<file path="config.mk">
export PLATFORM = sky130hd
export DESIGN_NAME = execute_stage
export DESIGN_NICKNAME = d
export VERILOG_FILES = /design/src/rtl/ex_pkg.sv /design/src/rtl/alu.sv /design/src/rtl/execute_stage.sv
export SDC_FILE = /design/constraint.sdc
export NUM_CORES = 1
export LEC_CHECK = 0
export ABC_CLOCK_PERIOD_IN_PS = 18170
export BUFFER_PORTS_ARGS = -buffer_cell sky130_fd_sc_hd__buf_4
export CAP_MARGIN = 20
export CORE_ASPECT_RATIO = 0.5
export CORE_UTILIZATION = 55
export DETAILED_ROUTE_END_ITERATION = 10
export GPL_TIMING_DRIVEN = 0
export PLACE_DENSITY = 0.84
export SLEW_MARGIN = 20
export SYNTH_ARGS = -nofsm -noshare
export SYNTH_HDL_FRONTEND = slang
export SYNTH_HIERARCHICAL = 1
export SYNTH_SLANG_ARGS = --single-unit
</file>
<file path="constraint.sdc">
create_clock -name clk -period 18.17 [get_ports clk]
set_input_delay 3.634 -clock clk [delete_from_list [all_inputs] [get_ports clk]]
set_output_delay 3.634 -clock clk [all_outputs]
set_load 0.01 [all_outputs]
</file>
<file path="src/rtl/ex_pkg.sv">
// Shared ALU operation codes for the EX stage and the control decoder.
package ex_pkg;

    localparam logic [3:0] ALU_AND   = 4'b0000;
    localparam logic [3:0] ALU_OR    = 4'b0001;
    localparam logic [3:0] ALU_ADD   = 4'b0010;
    localparam logic [3:0] ALU_SUB   = 4'b0110;
    localparam logic [3:0] ALU_PASSB = 4'b0111;
    localparam logic [3:0] ALU_NOR   = 4'b1100;

endpackage

</file>
<file path="src/rtl/alu.sv">
// Combinational LEGv8 ALU: computes result and zero flag from two operands.
module alu
    import ex_pkg::*;
#(
    parameter int unsigned N = 64
) (
    input  logic [N-1:0] a,
    input  logic [N-1:0] b,
    input  logic [3:0]   AluControl,
    output logic [N-1:0] result,
    output logic         zero
);

    always_comb begin
        result = '0;
        case (AluControl)
            ALU_AND:   result = a & b;
            ALU_OR:    result = a | b;
            ALU_ADD:   result = a + b;
            ALU_SUB:   result = a - b;
            ALU_PASSB: result = b;
            ALU_NOR:   result = ~(a | b);
            // Unused codes yield 0 so nothing undefined reaches the pipeline.
            default:   result = '0;
        endcase
    end

    assign zero = (result == '0);

endmodule

</file>
<file path="src/rtl/execute_stage.sv">
// LEGv8 execute stage: B-operand mux, ALU, branch-target adder and output registers.
module execute_stage
    import ex_pkg::*;
#(
    parameter int unsigned N = 64
) (
    input  logic         clk,
    input  logic         reset,
    input  logic         AluSrc,
    input  logic [3:0]   AluControl,
    input  logic [N-1:0] PC_E,
    input  logic [N-1:0] signImm_E,
    input  logic [N-1:0] readData1_E,
    input  logic [N-1:0] readData2_E,
    output logic [N-1:0] PCBranch_E,
    output logic [N-1:0] aluResult_E,
    output logic [N-1:0] writeData_E,
    output logic         zero_E
);

    logic [N-1:0] alu_b;
    logic [N-1:0] alu_result;
    logic         alu_zero;

    logic [N-1:0] pc_branch_d, pc_branch_q;
    logic [N-1:0] alu_result_d, alu_result_q;
    logic [N-1:0] write_data_d, write_data_q;
    logic         zero_d, zero_q;

    assign alu_b = AluSrc ? signImm_E : readData2_E;

    alu #(
        .N(N)
    ) u_alu (
        .a         (readData1_E),
        .b         (alu_b),
        .AluControl(AluControl),
        .result    (alu_result),
        .zero      (alu_zero)
    );

    // Shift discards the top two immediate bits; the sum wraps modulo 2^N.
    always_comb begin
        pc_branch_d  = PC_E + (signImm_E << 2);
        alu_result_d = alu_result;
        write_data_d = readData2_E;
        zero_d       = alu_zero;
    end

    always_ff @(posedge clk) begin
        if (!reset) begin
            pc_branch_q  <= '0;
            alu_result_q <= '0;
            write_data_q <= '0;
            zero_q       <= 1'b0;
        end else begin
            pc_branch_q  <= pc_branch_d;
            alu_result_q <= alu_result_d;
            write_data_q <= write_data_d;
            zero_q       <= zero_d;
        end
    end

    assign PCBranch_E  = pc_branch_q;
    assign aluResult_E = alu_result_q;
    assign writeData_E = write_data_q;
    assign zero_E      = zero_q;

endmodule

</file>
==> flow_summary.ini <==
[setup_path]
crit_path_top_delay_cell = or4_1
start_kind = input pin
max_stage_delay_ns = 0.57
crit_required_ns = 18.59
endpoint_kind = flop
cp_top_family = simple AND/OR/NAND/NOR gates
worst-path-max-fanout = 10
cp.arrival_ns = 12.85
worst-setup-path-type = in2reg
cp.depth = 29
path_buf_inv = 3

[drt]
drc = 1
vias = 20900
wire_per_inst_um = 25.7
drt_wl_total_mm = 80.8
drt_iter0_markers = 3586
firstDrtPassIters = 11
ant_nets = 0
drt-vias-per-instance = 6.63

[place]
io_buffers = 453
hpwl_mm = 67.0
gp_congestion = 1.12

[global_routing]
gr-total-overflow = 0
grt_first_pass_wirelength_mm = 116
antenna_found_initial = 5
track_usage_pct = 48.3
grt_pass1_vias = 18800
grt_max_degree = 22

[cts]
clkTransAtPathRegs_ns = 0.09
cts_buffers = 17
cts.sinks = 193
htree_levels = 4
holdBufCountCts = 0
cts_setup_buffers = 0
root_buffer = clkbuf_16
ctsResizeCount = 0
tritoncts = done
cts_buffer_depth = 2

[sta]
final_hold_viol_count = 0
rsz0062_at_grt = false
setup_violations = 0
maxSlewHeadroom_pct = 24.7
hold_ws_ns = 3.36
min_period_over_period_pct = 68.4
max_slew.worst_pin.slew_ns = 1.13
period_needed_ns = 12.42
fin_tns_setup_ns = 0
fmax_mhz = 80.5
slew_viol_final = 0

[cells_and_area]
nets = 3102
layout_commonest_cell = buf_4
nFillCells = 2504
multi_input_area_mm2 = 0.0127
layout-drive-gt1-share_pct = 22.3
syn_to_final_growth_pct = 26.3
mostFrequentLayoutCells = buf_4, nand2_1, dfxtp_1
final-seq-area_mm2 = 0.00386

[status]
violations = DRC
outcome = complete, but fails checks

[logic_synthesis]
synth_fp_nets = 2630
synth_compound_area_share_pct = 24.8
synthAdderAreaFrac_pct = 12.7
synth.avg_cell_area_um2 = 7.74
ys_ff_latch = 193
netlist_area_mm2 = 0.0173
yosys_warnings = 6
synthArstFlopShare_pct = 0
synth_flop_cell = dfxtp_1
syn_inst = 2238
muxShareOfSynthArea_pct = 4.62
yosysUniqueCellTypes = 91
ys_seq_area_share_pct = 22.3
yosys.area_share.simple_pct = 22.7
synth_xor_area_share_pct = 8.70
synth_top_family_by_area = compound AO/OA/AOI/OAI gates
synth_edf_count = 0

[min_path]
holdPathStages = 2
hold_path_end = PCBranch_E[1]$_SDFF_PN0_
hold_start = PC_E[1]
hold_class = in2reg

[floorplanning]
ios = 456
die_w_um = 253
start_util_pct = 56.5
die-area_mm2 = 0.0322
coreArea_mm2 = 0.0306
die_height_um = 127
row_count = 45

[power]
power_mw = 1.60
leakage_nw = 9.49
power.density_mw_per_mm2 = 73.4
ir_worst_vdd_uv = 69.1

[flow_run]
max_cap_violations = 0
## cells in the mapped netlist, types with 8 or more instances
cell	instances	area (um^2)
ha_1	127	1590
or4_1	11	82.6
buf_2	19	95.1
nor2b_1	20	125
nand4_1	40	250
buf_1	19	71.3
nand2b_1	19	119
a21oi_1	180	901
and3_1	11	68.8
mux2_2	64	721
a22o_1	9	78.8
o21a_1	22	165
nor2_1	175	657
maj3_1	57	571
a211oi_1	10	75.1
nand3_1	29	145
dfxtp_1	193	3860
a21o_1	56	420
mux2i_1	8	80.1
nor3_1	39	195
a31oi_1	15	93.8
nand2_1	205	769
and2_1	146	913
o21ai_0	125	626
or3_1	20	125
o21ai_1	21	105
o21bai_1	19	143
inv_1	37	139
o211ai_1	12	90.1
nor4_1	20	125
o31ai_1	68	510
xnor2_1	103	902
xor2_1	69	604
a221oi_1	8	70.1
clkbuf_1	98	368
a22oi_1	52	390
## worst max path at each step
stage,startpoint,endpoint,slack (ns)
3_3_place_gp,AluSrc,zero_E$_SDFF_PN0_,5.63
5_1_grt,AluSrc,zero_E$_SDFF_PN0_,5.43
4_1_cts,AluSrc,zero_E$_SDFF_PN0_,6.14
6_report,AluSrc,zero_E$_SDFF_PN0_,5.75
3_5_place_dp,AluSrc,zero_E$_SDFF_PN0_,5.74
2_1_floorplan,AluSrc,zero_E$_SDFF_PN0_,7.39
## flip-flops by register name, summed over array words and instances (netlist names)
register	cells
aluResult_E	64
zero_E	1
PCBranch_E	64
writeData_E	64
## per-stage QoR
| stage | setup WS, ns | cells | instance area [um^2] | utilization [%] |
|---|---|---|---|---|
| after floorplan | 7.39 | 2238 | 17300 | - |
| after global placement | 5.63 | 3114 | 21200 | 69.4 |
| after detailed placement | 5.74 | 3114 | 21300 | 69.4 |
| after CTS | 6.14 | 3146 | 21900 | 71.4 |
| after global routing | 5.43 | 3147 | 21900 | 71.4 |
| final | 5.75 | 3149 | 21900 | 71.4 |
## layout make-up
cell class,instances,area share (%)
diodes,3,0.0343
plain buffers,142,2.67
clock buffers,18,2.01
clock inverters,14,0.790
inverters,38,0.652
multi-input cells,1865,58.2
flip-flops and latches,193,17.7
well taps,423,2.42
repair buffers,453,15.6
## report_power, final
group	switching, mW	internal (mW)	leakage [nW]	total, mW
clock	0.215	0.193	0.300	0.408
sequential	0.0119	0.459	1.60	0.471
combinational	0.440	0.285	7.60	0.725
## cells by family after synthesis
group	Yosys count
AND/OR/NAND/NOR	775
AO/OA/AOI/OAI	660
flip-flops	193
adder cells (fa/ha/maj)	186
buffers and inverters	180
XOR/XNOR	172
multiplexers	72
## per-layer routing
metal | up-vias | wire length (um) | GRT usage, %
met5 | - | 34 | 0
met4 | 6 | 3690 | 18.3
met3 | 320 | 14000 | 21.1
met2 | 1819 | 30900 | 65.7
met1 | 9665 | 32100 | 66.2
li1 | 9062 | - | -
Power figures use the tool's default switching activity.
